===== src/rtl/led_pattern_ctrl_if.sv =====
// Board-side pin bundle of the LED pattern controller: raw switches in,
// LED drive plus debounced switch, mode and step-pulse observation out.
interface led_pattern_ctrl_if;
    logic [3:0] swt;
    logic [3:0] led;
    logic [1:0] mode;
    logic       tick;
    logic [3:0] swt_db;

    modport master (
        output swt,
        input  led,
        input  mode,
        input  tick,
        input  swt_db
    );

    modport slave (
        input  swt,
        output led,
        output mode,
        output tick,
        output swt_db
    );
endinterface


===== src/rtl/led_pattern_ctrl.sv =====
// Clocked LED pattern engine: synchronizes and debounces four switches, decodes
// mode/speed from them, and steps the LEDs through timed patterns.
module led_pattern_ctrl #(
    parameter int DEB_CYCLES = 16,
    parameter int TICK_DIV   = 50000
) (
    input  logic clk,
    input  logic rst_n,
    led_pattern_ctrl_if.slave pins
);

    typedef enum logic [1:0] {
        MODE_PASS   = 2'b00,
        MODE_RUN    = 2'b01,
        MODE_BLINK  = 2'b10,
        MODE_BOUNCE = 2'b11
    } mode_e;

    localparam int DW = (DEB_CYCLES > 1) ? $clog2(DEB_CYCLES) : 1;
    localparam int PW = $clog2(4 * TICK_DIV + 1);
    localparam logic [DW-1:0] DEB_LAST = DW'(DEB_CYCLES - 1);

    logic [3:0]          sync1_q, sync2_q;
    logic [3:0]          swt_db_q, swt_db_d;
    logic [3:0][DW-1:0]  deb_cnt_q, deb_cnt_d;
    mode_e               mode_prev_q;
    logic [1:0]          spd_prev_q;
    logic [PW-1:0]       pre_cnt_q, pre_cnt_d;
    logic [3:0]          pat_q, pat_d;
    logic                dir_q, dir_d;   // 0 = moving left, 1 = moving right
    logic [3:0]          led_q, led_d;

    mode_e               mode_cur;
    logic [1:0]          spd;
    logic [PW-1:0]       per_last;
    logic                mode_chg;
    logic                spd_chg;
    logic                step;

    assign mode_cur = mode_e'(swt_db_q[3:2]);
    assign spd      = swt_db_q[1:0];
    assign mode_chg = (mode_cur != mode_prev_q);
    assign spd_chg  = (spd != spd_prev_q);

    always_comb begin
        case (spd)
            2'd0:    per_last = PW'(TICK_DIV - 1);
            2'd1:    per_last = PW'(2 * TICK_DIV - 1);
            2'd2:    per_last = PW'(3 * TICK_DIV - 1);
            default: per_last = PW'(4 * TICK_DIV - 1);
        endcase
    end

    always_ff @(posedge clk or negedge rst_n) begin
        if (!rst_n) begin
            sync1_q     <= '0;
            sync2_q     <= '0;
            swt_db_q    <= '0;
            deb_cnt_q   <= '0;
            mode_prev_q <= MODE_PASS;
            spd_prev_q  <= '0;
            pre_cnt_q   <= '0;
            pat_q       <= 4'b0001;
            dir_q       <= 1'b0;
            led_q       <= '0;
        end else begin
            sync1_q     <= pins.swt;
            sync2_q     <= sync1_q;
            swt_db_q    <= swt_db_d;
            deb_cnt_q   <= deb_cnt_d;
            mode_prev_q <= mode_cur;
            spd_prev_q  <= spd;
            pre_cnt_q   <= pre_cnt_d;
            pat_q       <= pat_d;
            dir_q       <= dir_d;
            led_q       <= led_d;
        end
    end

    always_comb begin
        swt_db_d  = swt_db_q;
        deb_cnt_d = deb_cnt_q;
        pre_cnt_d = pre_cnt_q;
        step      = 1'b0;
        pat_d     = pat_q;
        dir_d     = dir_q;
        led_d     = led_q;

        for (int b = 0; b < 4; b++) begin
            if (sync2_q[b] == swt_db_q[b]) begin
                deb_cnt_d[b] = '0;
            end else if (deb_cnt_q[b] == DEB_LAST) begin
                swt_db_d[b]  = sync2_q[b];
                deb_cnt_d[b] = '0;
            end else begin
                deb_cnt_d[b] = deb_cnt_q[b] + DW'(1);
            end
        end

        // A mode change restarts the step; a speed drop past the count wraps silently.
        if (mode_chg) begin
            pre_cnt_d = '0;
        end else if (spd_chg && (pre_cnt_q >= per_last)) begin
            pre_cnt_d = '0;
        end else if (pre_cnt_q == per_last) begin
            pre_cnt_d = '0;
            step      = 1'b1;
        end else begin
            pre_cnt_d = pre_cnt_q + PW'(1);
        end

        if (mode_chg) begin
            dir_d = 1'b0;
            pat_d = (mode_cur == MODE_BLINK) ? 4'b0000 : 4'b0001;
        end else if (step) begin
            case (mode_cur)
                MODE_RUN:   pat_d = {pat_q[2:0], pat_q[3]};
                MODE_BLINK: pat_d = ~pat_q;
                MODE_BOUNCE: begin
                    if (!dir_q) begin
                        if (pat_q[3]) begin
                            pat_d = 4'b0100;
                            dir_d = 1'b1;
                        end else begin
                            pat_d = pat_q << 1;
                        end
                    end else begin
                        if (pat_q[0]) begin
                            pat_d = 4'b0010;
                            dir_d = 1'b0;
                        end else begin
                            pat_d = pat_q >> 1;
                        end
                    end
                end
                default: pat_d = pat_q;
            endcase
        end

        // Hold the LEDs through the change cycle so a stale pattern never flashes.
        if (!mode_chg) begin
            led_d = (mode_cur == MODE_PASS) ? swt_db_q : pat_q;
        end
    end

    assign pins.led    = led_q;
    assign pins.mode   = swt_db_q[3:2];
    assign pins.swt_db = swt_db_q;
    assign pins.tick   = step & rst_n;

endmodule


===== src/flat_wrapper.sv =====
// flat-port wrapper written by rule: the top's interface ports become plain ports
module led_pattern_ctrl_flat 
#(
    parameter int DEB_CYCLES = 16,
    parameter int TICK_DIV   = 50000
)
  (clk, rst_n, pins_swt, pins_led, pins_mode, pins_tick, pins_swt_db);
  led_pattern_ctrl_if pins_i ();
  input  logic clk;
  input  logic rst_n;
  input wire logic [$bits(pins_i.swt)-1:0] pins_swt;
  output wire logic [$bits(pins_i.led)-1:0] pins_led;
  output wire logic [$bits(pins_i.mode)-1:0] pins_mode;
  output wire logic [$bits(pins_i.tick)-1:0] pins_tick;
  output wire logic [$bits(pins_i.swt_db)-1:0] pins_swt_db;
  assign pins_i.swt = pins_swt;
  assign pins_led = pins_i.led;
  assign pins_mode = pins_i.mode;
  assign pins_tick = pins_i.tick;
  assign pins_swt_db = pins_i.swt_db;
  led_pattern_ctrl #(.DEB_CYCLES(DEB_CYCLES), .TICK_DIV(TICK_DIV)) u_core (.clk(clk), .rst_n(rst_n), .pins(pins_i));
endmodule

===== config.mk =====
export PLATFORM = sky130hd
export DESIGN_NAME = led_pattern_ctrl_flat
export DESIGN_NICKNAME = d
export VERILOG_FILES = /design/src/rtl/led_pattern_ctrl_if.sv /design/src/rtl/led_pattern_ctrl.sv /design/src/flat_wrapper.sv
export SDC_FILE = /design/constraint.sdc
export NUM_CORES = 1
export LEC_CHECK = 0
export BUFFER_PORTS_ARGS = -buffer_cell sky130_fd_sc_hd__buf_2
export CORE_MARGIN = 1.5
export CORE_UTILIZATION = 65
export CTS_CLUSTER_DIAMETER = 100
export DETAILED_ROUTE_END_ITERATION = 7
export GPL_ROUTABILITY_DRIVEN = 0
export PLACE_DENSITY = 0.84
export SLEW_MARGIN = 40
export SYNTH_ARGS = -nofsm -noshare
export SYNTH_HDL_FRONTEND = slang
export SYNTH_SLANG_ARGS = --single-unit

===== constraint.sdc =====
create_clock -name clk -period 7.7 [get_ports clk]
set_clock_uncertainty 0.05 [all_clocks]
set_input_delay 0 -clock clk [delete_from_list [all_inputs] [get_ports clk]]
set_output_delay 0 -clock clk [all_outputs]
set_load 0.02 [all_outputs]

==> results.cfg <==
[clocking]
cts_hold_buf = 5
cts_buffers = 9
worstSkewPairLatency_ns = 0.34
htreeDepth = 3
cts_resized = 0
cts_root_buffer = clkbuf_8
tritoncts = built
post_cts_buffers = 0
cts_num_sinks = 59
clkTransAtPathRegs_ns = 0.07
cts_buffer_depth = 2

[synthesis]
yosys.cell_count.top_type = dfrtp_1
synth_top_cells_by_count = 58 x dfrtp_1, 21 x xnor2_1, 18 x ha_1
synthArstFlopShare = 1.00
yosysWarningCount = 0
yosysSeqAreaShare = 0.469
ys_ff_latch = 59
ys_types = 51
synth.area.top_cells = dfrtp_1 46%, ha_1 7.1%, xnor2_1 5.8%
syn_nets = 317
yosysTopAreaCell = dfrtp_1
syn_avg_cell_area_um2 = 10.8
synth_edf_count = 0
syn_inst = 293
synth_top_area_share = 0.461
ys.flop_type = dfrtp_1
syn_area_mm2 = 0.00315

[sta]
rsz0062_at_grt = no
drv_slew = 0
max_freq_mhz = 342
tightest_slew_ns = 0.669
tns_ns = 0
maxSlewHeadroom = 0.554
hold_slack_ns = 0.0718
post-route-period-util = 0.380
setup_viol = 0
hold_violations = 0
finalCriticalPeriod_ns = 2.93

[power_and_ir_drop]
peakVddDrop_mv = 0.200
p_leak_nw = 1.59
powerDensity_mw_per_mm2 = 225

[die]
start_util = 0.671
rows = 25
io-pin-count = 17
die-area_mm2 = 0.00527
dieWidth_um = 72.6
core_mm2 = 0.00469
die_height_um = 72.6

[drt]
avgViaCountPerCell = 6.13
wl_mm = 6.28
drt_iter0_markers = 193
drc = 0
wl_per_cell_um = 16.7
firstDrtPassIters = 4
vias = 2304
ant_nets = 0

[final_layout]
antenna_cells = 0
fill_cells = 315
fin_cells = 376
final_net_count = 341
area_growth_pct = 12.4
layout-drive-gt1-share = 0.171
stdcell_area_mm2 = 0.00354

[worst_setup_path]
critPathMaxFanout = 16
endpoint_kind = flip-flop
required_ns = 7.83
worstSetupPathType = flip-flop to flip-flop
crit_path_start_kind = flip-flop
r2r_cells = 8
arrival_ns = 3.06

[status]
status = completed

[placement]
dp_hpwl_mm = 4.14
dpl-instance-area_mm2 = 0.00323
dp.cells = 354
numPortBuffers = 16

[grt]
antenna_found_initial = 0
grt_usage = 0.268
first_global_vias = 2213
gr-total-overflow = 0
grt_pass1_wl_mm = 10.6
grt_max_degree = 61

[flow_run]
max_cap_viol_count = 0

[hold_path]
hp-class = primary input to async pin
## worst max-delay path, cell delays in order, from the launching register on
cell and delay [ns]:
dfrtp_1 0.51, ha_1 0.41, o21bai_1 0.25, ha_1 0.31, nand3_1 0.14, a2111oi_2 0.33, and3_1 0.23, nand2b_2 0.42
nor3_1 0.11
## final cells by class
class,instances,area (um^2),area share
inverters,12,45.0,0.0127
clock buffers,12,145,0.0410
multi-input cells,212,1550,0.438
repair buffers,23,158,0.0445
clock inverters,4,97.6,0.0276
flip-flops and latches,59,1480,0.417
well taps,54,67.6,0.0191
## cell families (layout without fill, tap and decap cells)
logic type | after synthesis | after routing | share of synthesized area
and+or+nand+nor | 103 | 103 | 0.194
xor gates and xnor gates | 28 | 28 | 0.0778
buffers and inverters | 22 | 51 | 0.0413
AOI/OAI and AO/OA | 56 | 56 | 0.122
muxes | 6 | 6 | 0.0207
adders and majority gates | 19 | 19 | 0.0747
DFF | 59 | 59 | 0.469
## final timing paths
kind,from,endpoint,slack [ns]
worst min-delay path,rst_n,u_core.mode_prev_q[0],0.07
worst min register to register,u_core.sync1_q[2],u_core.sync2_q[2],0.30
worst max register to register,u_core.pins.swt_db[0],u_core.pre_cnt_q[3],4.77
min in group clk,pins_swt[3],u_core.sync1_q[3],0.25
max in group asynchronous,rst_n,u_core.pre_cnt_q[8],7.03
worst max-delay path,u_core.pins.swt_db[0],u_core.pre_cnt_q[3],4.77
## per-layer routing
metal / vias to the layer above / GRT usage / routed length, um / part of all wire
met5: - / 0 / 0 / 0
met4: 0 / 0.111 / 79 / 0.013
met3: 9 / 0.0773 / 306 / 0.049
met2: 54 / 0.409 / 3130 / 0.50
met1: 1139 / 0.362 / 2760 / 0.44
li1: 1102 / - / - / -
## cells in the final DEF (no fill, tap or decap), types with 2 or more instances in the layout
cell type / count
dfrtp_1: 58
xnor2_1: 21
ha_1: 18
nor2_1: 16
buf_2: 16
o21ai_0: 14
nand2_1: 14
nand3_1: 13
nor3_1: 13
inv_1: 12
a21oi_1: 12
nor3_2: 12
clkbuf_8: 10
xor2_1: 7
nor4_1: 6
nor2b_1: 5
nor3b_1: 5
o21a_1: 5
nand4_1: 5
dlygate4sd3_1: 5
nand4b_1: 4
mux2_2: 4
o21bai_1: 3
a22oi_1: 3
a211oi_1: 3
bufinv_16: 3
a21o_1: 2
o31a_1: 2
and3_1: 2
and2_1: 2
mux2i_1: 2
o22ai_1: 2
clkbuf_1: 2
## sequential cells by signal, summed over array words and instances, names as in the netlist
register,cells
u_core.pre_cnt_q,18
u_core.deb_cnt_q,16
u_core.pat_q,4
u_core.pins.led,4
u_core.pins.swt_db,4
u_core.sync1_q,4
u_core.sync2_q,4
u_core.mode_prev_q,2
u_core.spd_prev_q,2
u_core.dir_q,1
## through the flow
step	total power, mW	worst slack (ns)	utilization
2_1_floorplan	0.423	5.04	-
6_report	0.796	4.77	0.755
5_1_grt	0.832	4.53	0.755
4_1_cts	0.800	4.75	0.750
3_5_place_dp	0.451	4.78	0.688
3_3_place_gp	0.446	4.74	0.686
## report_power, final
part | internal [mW] | switching (mW) | leakage (nW) | total [mW]
registers | 0.333 | 0.0303 | 0.777 | 0.364
logic | 0.0409 | 0.0448 | 0.692 | 0.0858
clock network | 0.224 | 0.122 | 0.117 | 0.346
total | 0.598 | 0.198 | 1.59 | 0.796
No activity file was read; power rests on OpenSTA's default activity.
